File: src/rtl/pattern_sweep_capture_if.sv
// rtl/pattern_sweep_capture_if.sv - record stream carrying {pattern, response} from the sweep engine to the logger
interface pattern_sweep_capture_if #(
  parameter int N_IN  = 3,
  parameter int N_OUT = 1
);
  logic             rec_valid;
  logic             rec_ready;
  logic [N_IN-1:0]  rec_pattern;
  logic [N_OUT-1:0] rec_resp;

  modport master (output rec_valid, rec_pattern, rec_resp, input rec_ready);
  modport slave  (input rec_valid, rec_pattern, rec_resp, output rec_ready);
endinterface

File: src/rtl/pattern_sweep_capture.sv
// rtl/pattern_sweep_capture.sv - exhaustive input sweep with settle/sample and record stream out
// Optional response signature (sig port) when PSC_MISR_EN is defined.
module pattern_sweep_capture #(
  parameter int N_IN   = 3,
  parameter int N_OUT  = 1,
  parameter int SETTLE = 1
) (
  input  logic              CK,
  input  logic              reset,
  input  logic              start,
  input  logic              abort,
  output logic              busy,
  output logic              done,
  output logic [N_IN-1:0]   dut_in,
  input  logic [N_OUT-1:0]  dut_out,
  pattern_sweep_capture_if.master rec
`ifdef PSC_MISR_EN
  ,
  output logic [15:0]       sig
`endif
);

  typedef enum logic [1:0] {S_IDLE, S_SETTLE, S_HOLD, S_DONE} state_t;

  localparam logic [N_IN-1:0] LAST_PAT = '1;
  localparam logic [7:0]      CNT_LAST = 8'(SETTLE - 1);

  state_t           state_q;
  logic [N_IN-1:0]  pattern_q;
  logic [7:0]       count_q;
  logic [N_IN-1:0]  dut_in_q;
  logic             valid_q;
  logic [N_IN-1:0]  rec_pattern_q;
  logic [N_OUT-1:0] rec_resp_q;
  logic             done_q;

`ifdef PSC_MISR_EN
  logic [15:0] sig_q;
  logic [15:0] resp_ext;
  assign resp_ext = 16'(rec_resp_q);
  assign sig      = sig_q;
`endif

  always_ff @(posedge CK or negedge reset) begin
    if (!reset) begin
      state_q       <= S_IDLE;
      pattern_q     <= '0;
      count_q       <= '0;
      dut_in_q      <= '0;
      valid_q       <= 1'b0;
      rec_pattern_q <= '0;
      rec_resp_q    <= '0;
      done_q        <= 1'b0;
`ifdef PSC_MISR_EN
      sig_q         <= '0;
`endif
    end else if (abort) begin
      // abort overrides any handshake or start seen on the same edge
      state_q  <= S_IDLE;
      valid_q  <= 1'b0;
      dut_in_q <= '0;
      done_q   <= 1'b0;
    end else begin
      case (state_q)
        S_IDLE: begin
          done_q   <= 1'b0;
          dut_in_q <= '0;
          if (start) begin
            pattern_q <= '0;
            count_q   <= '0;
            state_q   <= S_SETTLE;
`ifdef PSC_MISR_EN
            sig_q     <= '0;
`endif
          end
        end
        S_SETTLE: begin
          dut_in_q <= pattern_q;
          count_q  <= count_q + 8'd1;
          if (count_q == CNT_LAST) begin
            rec_pattern_q <= pattern_q;
            rec_resp_q    <= dut_out;
            valid_q       <= 1'b1;
            state_q       <= S_HOLD;
          end
        end
        S_HOLD: begin
          if (valid_q && rec.rec_ready) begin
            valid_q <= 1'b0;
`ifdef PSC_MISR_EN
            sig_q <= ({sig_q[14:0], 1'b0} ^ (sig_q[15] ? 16'h1021 : 16'h0000)) ^ resp_ext;
`endif
            // the all-ones pattern ends the sweep; the counter never wraps
            if (pattern_q == LAST_PAT) begin
              dut_in_q <= '0;
              done_q   <= 1'b1;
              state_q  <= S_DONE;
            end else begin
              pattern_q <= pattern_q + 1'b1;
              dut_in_q  <= pattern_q + 1'b1;
              count_q   <= '0;
              state_q   <= S_SETTLE;
            end
          end
        end
        S_DONE: begin
          done_q   <= 1'b0;
          dut_in_q <= '0;
          state_q  <= S_IDLE;
        end
        default: state_q <= S_IDLE;
      endcase
    end
  end

  assign busy            = (state_q == S_SETTLE) || (state_q == S_HOLD);
  assign done            = done_q;
  assign dut_in          = dut_in_q;
  assign rec.rec_valid   = valid_q;
  assign rec.rec_pattern = rec_pattern_q;
  assign rec.rec_resp    = rec_resp_q;

endmodule

File: src/flat_wrapper.sv
// flat-port wrapper written by rule: the top's interface ports become plain ports
module pattern_sweep_capture_flat 
#(
  parameter int N_IN   = 3,
  parameter int N_OUT  = 1,
  parameter int SETTLE = 1
)
  (CK, reset, start, abort, busy, done, dut_in, dut_out, rec_rec_valid, rec_rec_pattern, rec_rec_resp, rec_rec_ready);
  pattern_sweep_capture_if #(.N_IN(N_IN), .N_OUT(N_OUT)) rec_i ();
  input  logic CK;
  input  logic reset;
  input  logic start;
  input  logic abort;
  output logic busy;
  output logic done;
  output logic [N_IN-1:0] dut_in;
  input  logic [N_OUT-1:0] dut_out;
  output wire logic [$bits(rec_i.rec_valid)-1:0] rec_rec_valid;
  output wire logic [$bits(rec_i.rec_pattern)-1:0] rec_rec_pattern;
  output wire logic [$bits(rec_i.rec_resp)-1:0] rec_rec_resp;
  input wire logic [$bits(rec_i.rec_ready)-1:0] rec_rec_ready;
  assign rec_rec_valid = rec_i.rec_valid;
  assign rec_rec_pattern = rec_i.rec_pattern;
  assign rec_rec_resp = rec_i.rec_resp;
  assign rec_i.rec_ready = rec_rec_ready;
  pattern_sweep_capture #(.N_IN(N_IN), .N_OUT(N_OUT), .SETTLE(SETTLE)) u_core (.CK(CK), .reset(reset), .start(start), .abort(abort), .busy(busy), .done(done), .dut_in(dut_in), .dut_out(dut_out), .rec(rec_i));
endmodule
File: config.mk
export PLATFORM = sky130hd
export DESIGN_NAME = pattern_sweep_capture_flat
export DESIGN_NICKNAME = d
export VERILOG_FILES = /design/src/rtl/pattern_sweep_capture_if.sv /design/src/rtl/pattern_sweep_capture.sv /design/src/flat_wrapper.sv
export SDC_FILE = /design/constraint.sdc
export NUM_CORES = 1
export LEC_CHECK = 0
export CAP_MARGIN = 20
export CORE_AREA = 5 5 56 58
export DETAILED_ROUTE_END_ITERATION = 8
export DIE_AREA = 0 0 61 63
export PLACE_DENSITY = 0.76
export SYNTH_ARGS = -nofsm -noshare
export SYNTH_HDL_FRONTEND = slang
export SYNTH_SLANG_ARGS = --single-unit
File: constraint.sdc
create_clock -name CK -period 2.7 [get_ports CK]
set_input_delay 0.405 -clock CK [delete_from_list [all_inputs] [get_ports CK]]
set_output_delay 0.405 -clock CK [all_outputs]
set_load 0.02 [all_outputs]
==> out/metrics.yaml <==
outcome: "finished, final reports clean"
crit_top_cell: "sky130_fd_sc_hd__ha_1"
path_class: "reg2reg"
ffs_latches_synth: 22
grt_util_met3_pct: 2.69
drt-total-wl_um: 2650
timing_hold_violations_final: 0
detail-route-antenna-nets: 0
max_stage_delay_ns: 0.57
globalRouteMet1Util_pct: 20.1
holdBufCountCts: 0
critPathBufInv: 0
cts_buffer_depth: 2
first_global_vias: 1049
worst_clock_skew_ns: 0.00772
ys_dominant_reg_cell: "sky130_fd_sc_hd__dfrtp_1"
layout-area-overhead-vs-synth_pct: 16.7
arrival_ns: 2.59
clock_insertion_delay_worst_skew_ns: 0.31
final_number_of_max_transition_violations: 0
detailed_place_hpwl_um: 2030
stdcell_count: 181
postCtsSetupRepairBufs: 0
crit_fanout: 12
grt_overflow_total: 0
grtUsageMet2_pct: 25.3
maximum_clock_frequency_mhz: 428
crit_family: "simple AND/OR/NAND/NOR gates"
synth_seq_area_share_pct: 41.2
global_route.usage.total_pct: 15.5
detailedRoute.firstIterationViolations: 45
num_antenna_cells: 0
stdcell_area_um2: 1560
synth_cell_types: 39
min-delay-path-class: "in2async"
busiest_layer: "met2"
synth_enable_flop_cells: 0
post_dp_cell_area_um2: 1510
period_needed_ns: 2.34
post_route_fraction_of_the_period_consumed_by_the_critical_path_pct: 86.6
die_w_um: 61
synth_area_um2: 1340
relSlewSlack_pct: 71.8
synthArstFlopShare_pct: 100
drt-wirelength-per-cell_um: 14.6
setup_repair_after_global_routing_missed_its_margin: "no"
post_route_cells_drive_above_1_share_pct: 12.0
numPlacedInstances: 177
worst_slew_pin_slew_ns: 0.423
count_of_tritonroute_iterations_in_the_first_routing_pass: 4
placement.io_buffers: 15
cts_tree: "built"
clk_pin_slew_worst_paths_ns: 0.13
syn-mean-instance-area_um2: 10.0
critical_path.slowest_cell: "sky130_fd_sc_hd__a2111o_1"
ys.warnings.count: 0
nNetsFinal: 167
start_kind: "flop"
series_of_cell_instances_along_the_critical_path: "ha_1 > ha_1 > nand3b_4 > a2111o_1 > or4b_1 > nand3_1"
max_cap_violations: 0
grt_start_max_net_pins: 23
finalSetupViolCount: 0
root_buffer: "sky130_fd_sc_hd__clkbuf_4"
placement_rows: 19
layout_commonest_cell: "sky130_fd_sc_hd__dfrtp_1"
htree_levels: 1
num_vias: 1049
antenna_found_initial: 0
most-common-layout-cells: "sky130_fd_sc_hd__dfrtp_1, sky130_fd_sc_hd__nand2_1, sky130_fd_sc_hd__clkdlybuf4s50_1"
numCtsBuffers: 3
dieArea_um2: 3840
total_core_area_um2: 2620
synth.net_count: 149
ir_drop_v: 0.000754
power.static_leakage_nw: 0.717
power_density_nw_per_um2: 933
fin_setup_tns_ns: 0
grt_pass1_wl_um: 4600
post-route-drc-count: 0
placer_congestion: 0.836
route.detailed.vias_per_inst: 5.80
end_kind: "flop"
pin_count: 16
cts_num_sinks: 22
floorplan.initialDensity_pct: 51.1
postCtsResizedCells: 0
synthCells: 133
die_height_um: 63
worst_ep_required_time_ns: 2.95
## metal layers
metal	vias up	routed length, um
li1	522	-
met1	498	1210
met2	25	1320
met3	4	92
met4	0	31
met5	-	0
## Yosys cell counts, types with 2 or more instances
master | instances | area, um^2
sky130_fd_sc_hd__nor4_1 | 2 | 12.5
sky130_fd_sc_hd__or4b_1 | 5 | 50.1
sky130_fd_sc_hd__and3b_1 | 2 | 17.5
sky130_fd_sc_hd__dfrtp_1 | 22 | 551
sky130_fd_sc_hd__a21oi_1 | 6 | 30.0
sky130_fd_sc_hd__nor2b_1 | 2 | 12.5
sky130_fd_sc_hd__clkbuf_1 | 2 | 7.51
sky130_fd_sc_hd__nand3_1 | 14 | 70.1
sky130_fd_sc_hd__o31ai_1 | 2 | 15.0
sky130_fd_sc_hd__nor3_1 | 3 | 15.0
sky130_fd_sc_hd__a31oi_1 | 2 | 12.5
sky130_fd_sc_hd__mux2_2 | 5 | 56.3
sky130_fd_sc_hd__nor2_1 | 4 | 15.0
sky130_fd_sc_hd__o21ai_0 | 6 | 30.0
sky130_fd_sc_hd__nand2_1 | 17 | 63.8
sky130_fd_sc_hd__a22o_1 | 2 | 17.5
sky130_fd_sc_hd__ha_1 | 10 | 125
sky130_fd_sc_hd__inv_1 | 6 | 22.5
## power by group
part	leakage, nW	internal, mW	switching [mW]
clock network	0.0279	0.150	0.101
registers	0.300	0.426	0.129
logic	0.388	0.296	0.353
total	0.717	0.871	0.584
## area by class of cell
cell class	instances	area (um^2)
Clock buffer	3	22.5
Inverter	6	22.5
Sequential cell	22	551
Clock inverter	1	30.0
Timing Repair Buffer	19	180
Multi-Input combinational cell	99	714
Fill cell	240	1060
Tap cell	31	38.8
## state kept, by name, summed over array words and instances, names as in the netlist
name                    flops
u_core.count_q              8
u_core.done                 1
u_core.dut_in               3
u_core.pattern_q            3
u_core.rec.rec_pattern      3
u_core.rec.rec_resp         1
u_core.rec.rec_valid        1
u_core.state_q              2
## cells by family after synthesis
group                    share of synthesized area [%]
flip-flops                                        41.2
AND/OR/NAND/NOR                                   24.2
buffers and inverters                             5.34
adder cells (fa/ha/maj)                           9.36
AO/OA/AOI/OAI                                     15.7
multiplexers                                      4.21
## metrics by stage
stage | total power [mW] | util, % | hold WS (ns) | setup WS, ns
after global routing | 1.57 | 59.6 | 0.426 | 0.244
after floorplan | 1.03 | - | 0.109 | 0.514
after global placement | 1.18 | 57.6 | 0.474 | 0.408
final | 1.46 | 59.6 | 0.425 | 0.362
after detailed placement | 1.21 | 57.6 | 0.491 | 0.370
after CTS | 1.47 | 59.6 | 0.418 | 0.359
## worst paths after layout
kind,cells past startpoint,end,slack (ns),startpoint
max reg2reg,6,u_core.count_q[4],0.36,u_core.pattern_q[0]
max,6,u_core.count_q[4],0.36,u_core.pattern_q[0]
min,2,u_core.rec.rec_valid,0.42,reset
min in group CK,1,u_core.rec.rec_resp,0.52,u_core.rec.rec_resp
min reg2reg,1,u_core.rec.rec_resp,0.52,u_core.rec.rec_resp
max in group asynchronous,2,u_core.rec.rec_resp,2.05,reset
Power figures use the tool's default switching activity.
==> variant, RTL diff (config.mk and constraints unchanged) <==
Encoding of `state_t`: now Gray code (2 bits for 4 states).
--- a/src/rtl/pattern_sweep_capture.sv
+++ b/src/rtl/pattern_sweep_capture.sv
@@ -20,7 +20,7 @@
 `endif
 );
 
-  typedef enum logic [1:0] {S_IDLE, S_SETTLE, S_HOLD, S_DONE} state_t;
+  typedef enum logic [1:0] {S_IDLE = 2'b00, S_SETTLE = 2'b01, S_HOLD = 2'b11, S_DONE = 2'b10} state_t;
 
   localparam logic [N_IN-1:0] LAST_PAT = '1;
   localparam logic [7:0]      CNT_LAST = 8'(SETTLE - 1);
Behaviour: no difference found for any inputs over 10 cycles, from zero or initial values and one cycle with reset low; not proved beyond that.
==> variant against the unedited design <==
- total power down 16%
- clock skew down 0.0064 ns
- die area unchanged
- final area down 2.7%
- area after synthesis down 2.7%
- sequential cell count unchanged
- worst setup slack worse by 0.24 ns
- synthesized cell count up 1.5%
- cell count up 0.55%
- wire length up 1.7%
- core utilization down 1.6 points
==> variant: results (changes against the unedited design) <==
[global_routing]
wire_length_of_the_first_global_routing_pass_mm=4.519  ; -1.7%
antenna_found_initial=0  ; unchanged
grt_start_max_net_pins=23  ; unchanged
grtUsageTotal_pct=15.20  ; -0.34 points
grt_pass1_vias=1053  ; +0.38%

[synth]
number_of_nets_produced_by_synthesis=153  ; +2.7%
synth.mux.area_fraction_pct=5.101  ; +0.89 points
syn-mean-instance-area_um2=9.630  ; -4.2%
seq_area_frac_synth_pct=42.35  ; +1.1 points
synth-compound-area-share_pct=17.71  ; +2.0 points
dominantRegCellSynth=dfrtp_1
synth_cell_type_count=34  ; -13%
synthAdderAreaFrac_pct=11.55  ; +2.2 points
synth_area_leaders=dfrtp_1 (42%), ha_1 (12%), mux2_2 (4.3%)
ys_top_cells_by_count=dfrtp_1 (22), ha_1 (12), nand2_1 (12)

[layout]
final_net_count=170  ; +1.8%
seq_share_pct=36.30  ; +0.99 points
n_multi_input_combinational_cell=100  ; +1.0%
layout.non_clock_inverters=9  ; +3
final-clk-cell-share_pct=2.393  ; -0.98 points
multi_input_area_share_pct=46.12  ; +0.30 points
num-clock-buffers=4  ; +1
non_clock_buffer_area_share_pct=10.40  ; -1.2 points
final.fill_count=227  ; -5.4%
non_clock_buffer_count=16  ; -3
final_layout_size_suffix_gt1_share_pct=10.60  ; -1.4 points
layoutNonFillerInstCount=182  ; +0.55%
design.seq.count=22  ; unchanged

[setup_path]
worst-path-max-fanout=8  ; -4
timing.critical_path.arrival_ns=2.18  ; -0.41 ns

[clock_network]
postCtsResizedCells=0  ; unchanged
insertion_delay_ns=0.31  ; about the same
post-cts-setup-buffers=0  ; unchanged
path_clk_slew_ns=0.12

[status]
status=completed

[pwr]
vdd.ir_drop.worst_mv=0.6238  ; -17%
power.static_leakage_nw=0.6660  ; -7.1%

[detailed_routing]
vias_per_cell=5.912  ; +2.0%
drtIter0Drc=36  ; -20%
totalWireLength_mm=2.694  ; +1.7%

[place]
detailed_place.area_mm2=0.001480  ; -1.7%
globalplace.congestion=0.8516  ; +1.9%
dpl_worst_slack_ns=0.3657  ; -0.004639 ns
dpl.hpwl_mm=1.999  ; -1.7%

[sta]
worst_pin_slew_ns=0.7367  ; +0.3140 ns
fin_worst_skew_ns=0.001362  ; -0.006353 ns
hold_ws_ns=0.4160  ; -0.008902 ns

variant: changes by cell type after synthesis, moves of 3 or more:
cell      change
nor2_1        +4
o21ai_0       +5
nand3_1       -4
nor3_1        -3
inv_1         +3
a211oi_1      +3
nand2_1       -5
or4b_1        -4
variant: layer usage:
layer,share of wire [%],vias up,track usage [%]
met3,6.2,10,3.926
li1,-,523,-
met4,1.7,0,5.691
met1,42,505,18.02
met5,0,-,0
met2,50,38,25.53
variant: critical path, stage by stage (launching register included):
cell,delay [ns]
dfrtp_1,0.46
inv_1,0.21
ha_1,0.31
inv_1,0.18
nand2_1,0.12
clkdlybuf4s50_1,0.60
variant: worst paths after layout:
kind | from | endpoint | slack [ns] | depth (start not counted)
min in group CK | u_core.rec.rec_pattern[2] | u_core.rec.rec_pattern[2] | 0.52 | 1
worst max-delay path | u_core.state_q[1] | busy | 0.12 | 5
worst min register to register | u_core.rec.rec_pattern[2] | u_core.rec.rec_pattern[2] | 0.52 | 1
worst max register to register | u_core.pattern_q[0] | u_core.count_q[4] | 0.36 | 6
worst min-delay path | reset | u_core.dut_in[2] | 0.42 | 2
max in group asynchronous | reset | u_core.state_q[0] | 2.07 | 2
variant: where the power goes:
| group | switching [mW] | internal, mW |
|---|---|---|
| Clock | 0.101 | 0.0824 |
| Sequential | 0.0746 | 0.391 |
| Combinational | 0.324 | 0.247 |
variant: cells by family (layout without fill, tap and decap cells):
logic type / after synthesis / count (layout)
and+or+nand+nor: 47 / 47
buffers and inverters: 13 / 29
AOI/OAI and AO/OA: 35 / 35
muxes: 6 / 6
adders and majority gates: 12 / 12
DFF: 22 / 22
